`src/rtl/alt_reset_seq_pkg.sv`:
```
// alt_reset_seq_pkg: shared types and constants for the reset sequencer.
// Holds the per-channel state encoding and the effective delay/sync-depth
// helpers. Define ALT_RESET_SEQ_FAST_SIM_EN to shorten delays for simulation.
package alt_reset_seq_pkg;

    typedef enum logic [1:0] {
        IDLE  = 2'b00,
        WAIT  = 2'b01,
        READY = 2'b10
    } ch_state_e;

    localparam int FAST_SIM_DELAY = 16;

    // Delay actually used by each channel's counter.
    function automatic int eff_delay(input int d);
`ifdef ALT_RESET_SEQ_FAST_SIM_EN
        return (d < FAST_SIM_DELAY) ? d : FAST_SIM_DELAY;
`else
        return d;
`endif
    endfunction

    // Synchroniser depth actually built on each ready_in bit.
    function automatic int eff_sync(input int s);
`ifdef ALT_RESET_SEQ_FAST_SIM_EN
        return (s > 0) ? 2 : 2;
`else
        return s;
`endif
    endfunction

endpackage

```
`src/rtl/alt_reset_seq_ch.sv`:
```
// alt_reset_seq_ch: one sequencer channel (synchroniser, FSM, delay counter,
// sticky lost flag). Ports: clk, rst (sync, active-high), ready_in (async),
// up_ok (upstream channel ready), lost_clr, ready_out, lost, state (debug).
// Honours ALT_RESET_SEQ_FAST_SIM_EN through the package helpers.
module alt_reset_seq_ch
    import alt_reset_seq_pkg::*;
#(
    parameter int DELAY       = 32768,
    parameter int SYNC_STAGES = 3
) (
    input  logic       clk,
    input  logic       rst,
    input  logic       ready_in,
    input  logic       up_ok,
    input  logic       lost_clr,
    output logic       ready_out,
    output logic       lost,
    output logic [1:0] state
);

    localparam int EFF_DELAY = eff_delay(DELAY);
    localparam int SS        = eff_sync(SYNC_STAGES);
    localparam int CW        = $clog2(EFF_DELAY);

    logic [SS-1:0] sync;
    logic          ch_ok;
    ch_state_e     st;
    logic [CW-1:0] cnt;

    always_ff @(posedge clk) begin
        if (rst) begin
            sync <= '0;
        end else begin
            sync <= {sync[SS-2:0], ready_in};
        end
    end

    assign ch_ok = sync[SS-1] & up_ok;
    assign state = st;

    always_ff @(posedge clk) begin
        if (rst) begin
            st        <= IDLE;
            cnt       <= '0;
            ready_out <= 1'b0;
            lost      <= 1'b0;
        end else begin
            // A set from leaving READY below overrides this clear.
            if (lost_clr) begin
                lost <= 1'b0;
            end
            case (st)
                IDLE: begin
                    cnt <= '0;
                    if (ch_ok) begin
                        st  <= WAIT;
                        cnt <= CW'(1);
                    end
                end
                WAIT: begin
                    if (!ch_ok) begin
                        st  <= IDLE;
                        cnt <= '0;
                    end else if (cnt == CW'(EFF_DELAY - 1)) begin
                        st        <= READY;
                        ready_out <= 1'b1;
                    end else begin
                        cnt <= cnt + CW'(1);
                    end
                end
                READY: begin
                    if (!ch_ok) begin
                        st        <= IDLE;
                        cnt       <= '0;
                        ready_out <= 1'b0;
                        lost      <= 1'b1;
                    end
                end
                default: begin
                    st        <= IDLE;
                    cnt       <= '0;
                    ready_out <= 1'b0;
                end
            endcase
        end
    end

endmodule

```
`src/rtl/alt_reset_seq.sv`:
```
// alt_reset_seq: releases NUM_CH asynchronous ready conditions in order.
// Ports: clk, rst (sync, active-high), ready_in, lost_clr, ready_out,
// all_ready, lost, ch_state. Macro ALT_RESET_SEQ_FAST_SIM_EN shortens delays.
module alt_reset_seq
    import alt_reset_seq_pkg::*;
#(
    parameter int NUM_CH      = 4,
    parameter int DELAY       = 32768,
    parameter int SYNC_STAGES = 3
) (
    input  logic                clk,
    input  logic                rst,
    input  logic [NUM_CH-1:0]   ready_in,
    input  logic [NUM_CH-1:0]   lost_clr,
    output logic [NUM_CH-1:0]   ready_out,
    output logic                all_ready,
    output logic [NUM_CH-1:0]   lost,
    output logic [2*NUM_CH-1:0] ch_state
);

    logic [NUM_CH-1:0] up_ok;

    for (genvar i = 0; i < NUM_CH; i++) begin : g_ch
        // Channel i may only start once channel i-1 is released.
        if (i == 0) begin : g_first
            assign up_ok[i] = 1'b1;
        end else begin : g_next
            assign up_ok[i] = ready_out[i-1];
        end

        alt_reset_seq_ch #(
            .DELAY       (DELAY),
            .SYNC_STAGES (SYNC_STAGES)
        ) u_ch (
            .clk       (clk),
            .rst       (rst),
            .ready_in  (ready_in[i]),
            .up_ok     (up_ok[i]),
            .lost_clr  (lost_clr[i]),
            .ready_out (ready_out[i]),
            .lost      (lost[i]),
            .state     (ch_state[2*i +: 2])
        );
    end

    assign all_ready = &ready_out;

endmodule
```
`config.mk`:
```
export PLATFORM = sky130hd
export DESIGN_NAME = alt_reset_seq
export DESIGN_NICKNAME = d
export VERILOG_FILES = /design/src/rtl/alt_reset_seq_pkg.sv /design/src/rtl/alt_reset_seq_ch.sv /design/src/rtl/alt_reset_seq.sv
export SDC_FILE = /design/constraint.sdc
export NUM_CORES = 1
export LEC_CHECK = 0
export CORE_UTILIZATION = 35
export DETAILED_ROUTE_END_ITERATION = 8
export PLACE_DENSITY_LB_ADDON = 0.1
export SYNTH_ARGS = -nofsm -noshare
export SYNTH_HDL_FRONTEND = slang
export SYNTH_SLANG_ARGS = --single-unit
```
`constraint.sdc`:
```
create_clock -name clk -period 3.5 [get_ports clk]
set_input_delay 0.525 -clock clk [delete_from_list [all_inputs] [get_ports clk]]
set_output_delay 0.525 -clock clk [all_outputs]
set_load 0.01 [all_outputs]
```
==> out/metrics.cfg <==
[worst_setup_path]
reg2reg_slack_ns=1.38
reg2reg_to=g_ch[1].u_ch.cnt[5]
cp_max_fo=6
cp-start-kind=flip-flop
r2r-start=g_ch[1].u_ch.cnt[1]
cp_data_required_time_ns=3.72
critPathCaptureType=flip-flop
r2r_cells=6
timing_worst_setup_path_type=flip-flop to flip-flop
cp.arrival_ns=2.35

[synthesis]
ys.flop_type=dfxtp_1
syn_nets=518
seq_area_frac_synth=0.410
synth-edff-count=0
ys_warn_count=0
synth.area.top_cells=dfxtp_1 (41%), xnor2_1 (4.7%), nor2_1 (4.4%), nand3_1 (3.5%), a21oi_1 (3.4%)
syn_area_per_cell_um2=8.52
synthDistinctLibCells=69
synth.cell_area_mm2=0.00429
synthTopCellsByCount=dfxtp_1 (88), nor2_1 (50), nand2_1 (37)
async_flop_share=0
synth_area_leader_cell=dfxtp_1
yosys.cell_count.top_type=dfxtp_1
synth-seq-cells=88
syn_inst=504
synth_top_area_share=0.410

[final_layout]
final.fill_count=1209
areaGrowthSynthToFinish_pct=15.4
multi_input_area_mm2=0.00234
regArea_mm2=0.00176
nNetsFinal=531
diodes=0
drive_above_1_share=0.0575
final_core_util=0.414

[route]
via_per_inst=5.47
dr.pass1.iters=5
drc_errors=0
wl_mm=9.64
via_count=3657
drtIter0Drc=207
final_antenna_net_count=0
avgRoutedWirePerCell_um=14.4

[power_and_ir_drop]
p_per_area_mw_per_mm2=430
vdd_ir_drop_max_mv=0.406
p_leak_nw=1.62

[grt]
use_met2=0.253
use_met1=0.222
grt_max_degree=35
grt-ovfl-total=0
grt_use_met3=0.0466
grt_pass1_wl_mm=16.7
antenna_found_initial=0
grt_usage=0.163
grt-busiest-layer=met2
grt_pass1_vias=3373

[sta]
worst_slew_pin_slew_ns=0.672
slew_viol_final=0
worst_hold_slack_ns=0.437
finalSetupViolations=0
rsz0062_at_grt=no
finalSetupTns_ns=0
slew_headroom=0.548
finalHoldViolCount=0
period_share=0.607
fin_skew_ns=0.00475
max_freq_ghz=0.471
fin_crit_ns=2.12

[hold_path]
hold_start=g_ch[1].u_ch.sync[0]
hold_class=flip-flop to flip-flop
hold_depth=1
hold_path_end=g_ch[1].u_ch.sync[1]

[clock_tree]
cts_tree=built
cts.sinks=88
htree_levels=3
insertion_delay_ns=0.34
cts-root-buf=clkbuf_16
cts_hold_buf=0
post_cts_resized=0
cts_buffers=9
clockBufferDepth=2
postCtsSetupBuffers=0
clk_pin_slew_worst_paths_ns=0.06

[placement]
io_buffer_count=26
hpwlAfterDp_mm=6.70
place_congestion=0.847

[job]
cap_violations=0

[floorplan]
die-area_mm2=0.0127
dieWidth_um=113
initial_core_util=0.359
coreArea_mm2=0.0120
rows=40
boundaryPins=27
die-height_um=113

[status]
outcome=finished, final reports clean

## cell families after synthesis
| family | Yosys count | synth area share |
|---|---|---|
| compound gates | 102 | 0.164 |
| fa+ha+maj | 4 | 0.0117 |
| buf+inv | 38 | 0.0431 |
| xor+xnor | 29 | 0.0592 |
| mux | 1 | 0.00233 |
| flops | 88 | 0.410 |
| simple gates | 242 | 0.309 |
## worst max-delay path by stage
stage | slack, ns | startpoint | cells past startpoint | endpoint
floorplan | 1.63 | g_ch[0].u_ch.cnt[0] | 8 | g_ch[0].u_ch.cnt[1]
global placement | 1.28 | rst | 6 | g_ch[3].u_ch.cnt[10]
detailed placement | 1.24 | rst | 6 | g_ch[3].u_ch.cnt[10]
CTS | 1.34 | g_ch[1].u_ch.ready_out | 2 | all_ready
global route | 1.16 | g_ch[1].u_ch.cnt[1] | 6 | g_ch[1].u_ch.cnt[3]
finish | 1.38 | g_ch[1].u_ch.cnt[1] | 6 | g_ch[1].u_ch.cnt[5]
## layer usage
layer | routed length [um] | share of wire | vias to the layer above
met5 | 0 | 0 | -
met4 | 59 | 0.0061 | 0
met3 | 331 | 0.034 | 4
met2 | 4400 | 0.46 | 51
met1 | 4850 | 0.50 | 1738
li1 | - | - | 1864
## worst max-delay path: stages, from the launching register on
cell and delay [ns]:
dfxtp_1 0.43, ha_1 0.30, nand4_1 0.22, nor4_1 0.62
a31oi_1 0.20, xnor2_1 0.18, nor2_1 0.05
## state kept, by name, summed over array words and instances, names as in the netlist
signal and flops:
g_ch.u_ch.state 8, g_ch.u_ch.sync 12, g_ch.u_ch.lost 4, g_ch.u_ch.ready_out 4, g_ch.u_ch.cnt 60
## where the power goes
group	leakage (nW)	switching (mW)	internal, mW	total (mW)
logic	0.750	0.00919	0.0148	0.0240
registers	0.711	0.00334	1.01	1.01
clock network	0.162	0.400	0.696	1.10
total	1.62	0.412	1.72	2.13
## through the flow
step / area, um2 / setup slack (ns) / instances / power [mW]
2_1_floorplan: 4290 / 1.63 / 504 / 1.04
3_3_place_gp: 4610 / 1.28 / 653 / 1.06
5_1_grt: 4950 / 1.16 / 669 / 2.20
6_report: 4950 / 1.38 / 669 / 2.13
3_5_place_dp: 4610 / 1.24 / 653 / 1.06
4_1_cts: 4950 / 1.34 / 669 / 2.16
## area by class of cell
cell class,count,area share
Multi-Input combinational cell,378,0.474
Clock inverter,6,0.0217
Inverter,11,0.00834
Timing Repair Buffer,29,0.0571
Sequential cell,88,0.356
Clock buffer,10,0.0462
Tap cell,147,0.0371
## cells in the final DEF, fill, tap and decap left out, types with 4 or more instances in the layout
cell type	netlist	final
ha_1	4	4
and4_1	7	7
nand3_1	30	30
a21oi_1	29	29
a31oi_1	5	5
or4_1	5	5
xor2_1	6	6
nor4_1	7	7
xnor2_1	23	23
nor3_1	19	19
clkdlybuf4s50_1	0	26
clkbuf_16	0	9
o211ai_1	8	8
nor2b_1	18	18
nand4_1	19	19
nor3b_1	4	4
inv_1	11	11
dfxtp_1	88	88
and2_1	6	6
nor2_1	50	50
nand2b_1	10	10
nand2_1	37	37
a211oi_1	5	5
and3_1	11	11
nand3b_1	4	4
o21ai_0	13	13
a21o_1	4	4
No activity file was read; power rests on OpenSTA's default activity.
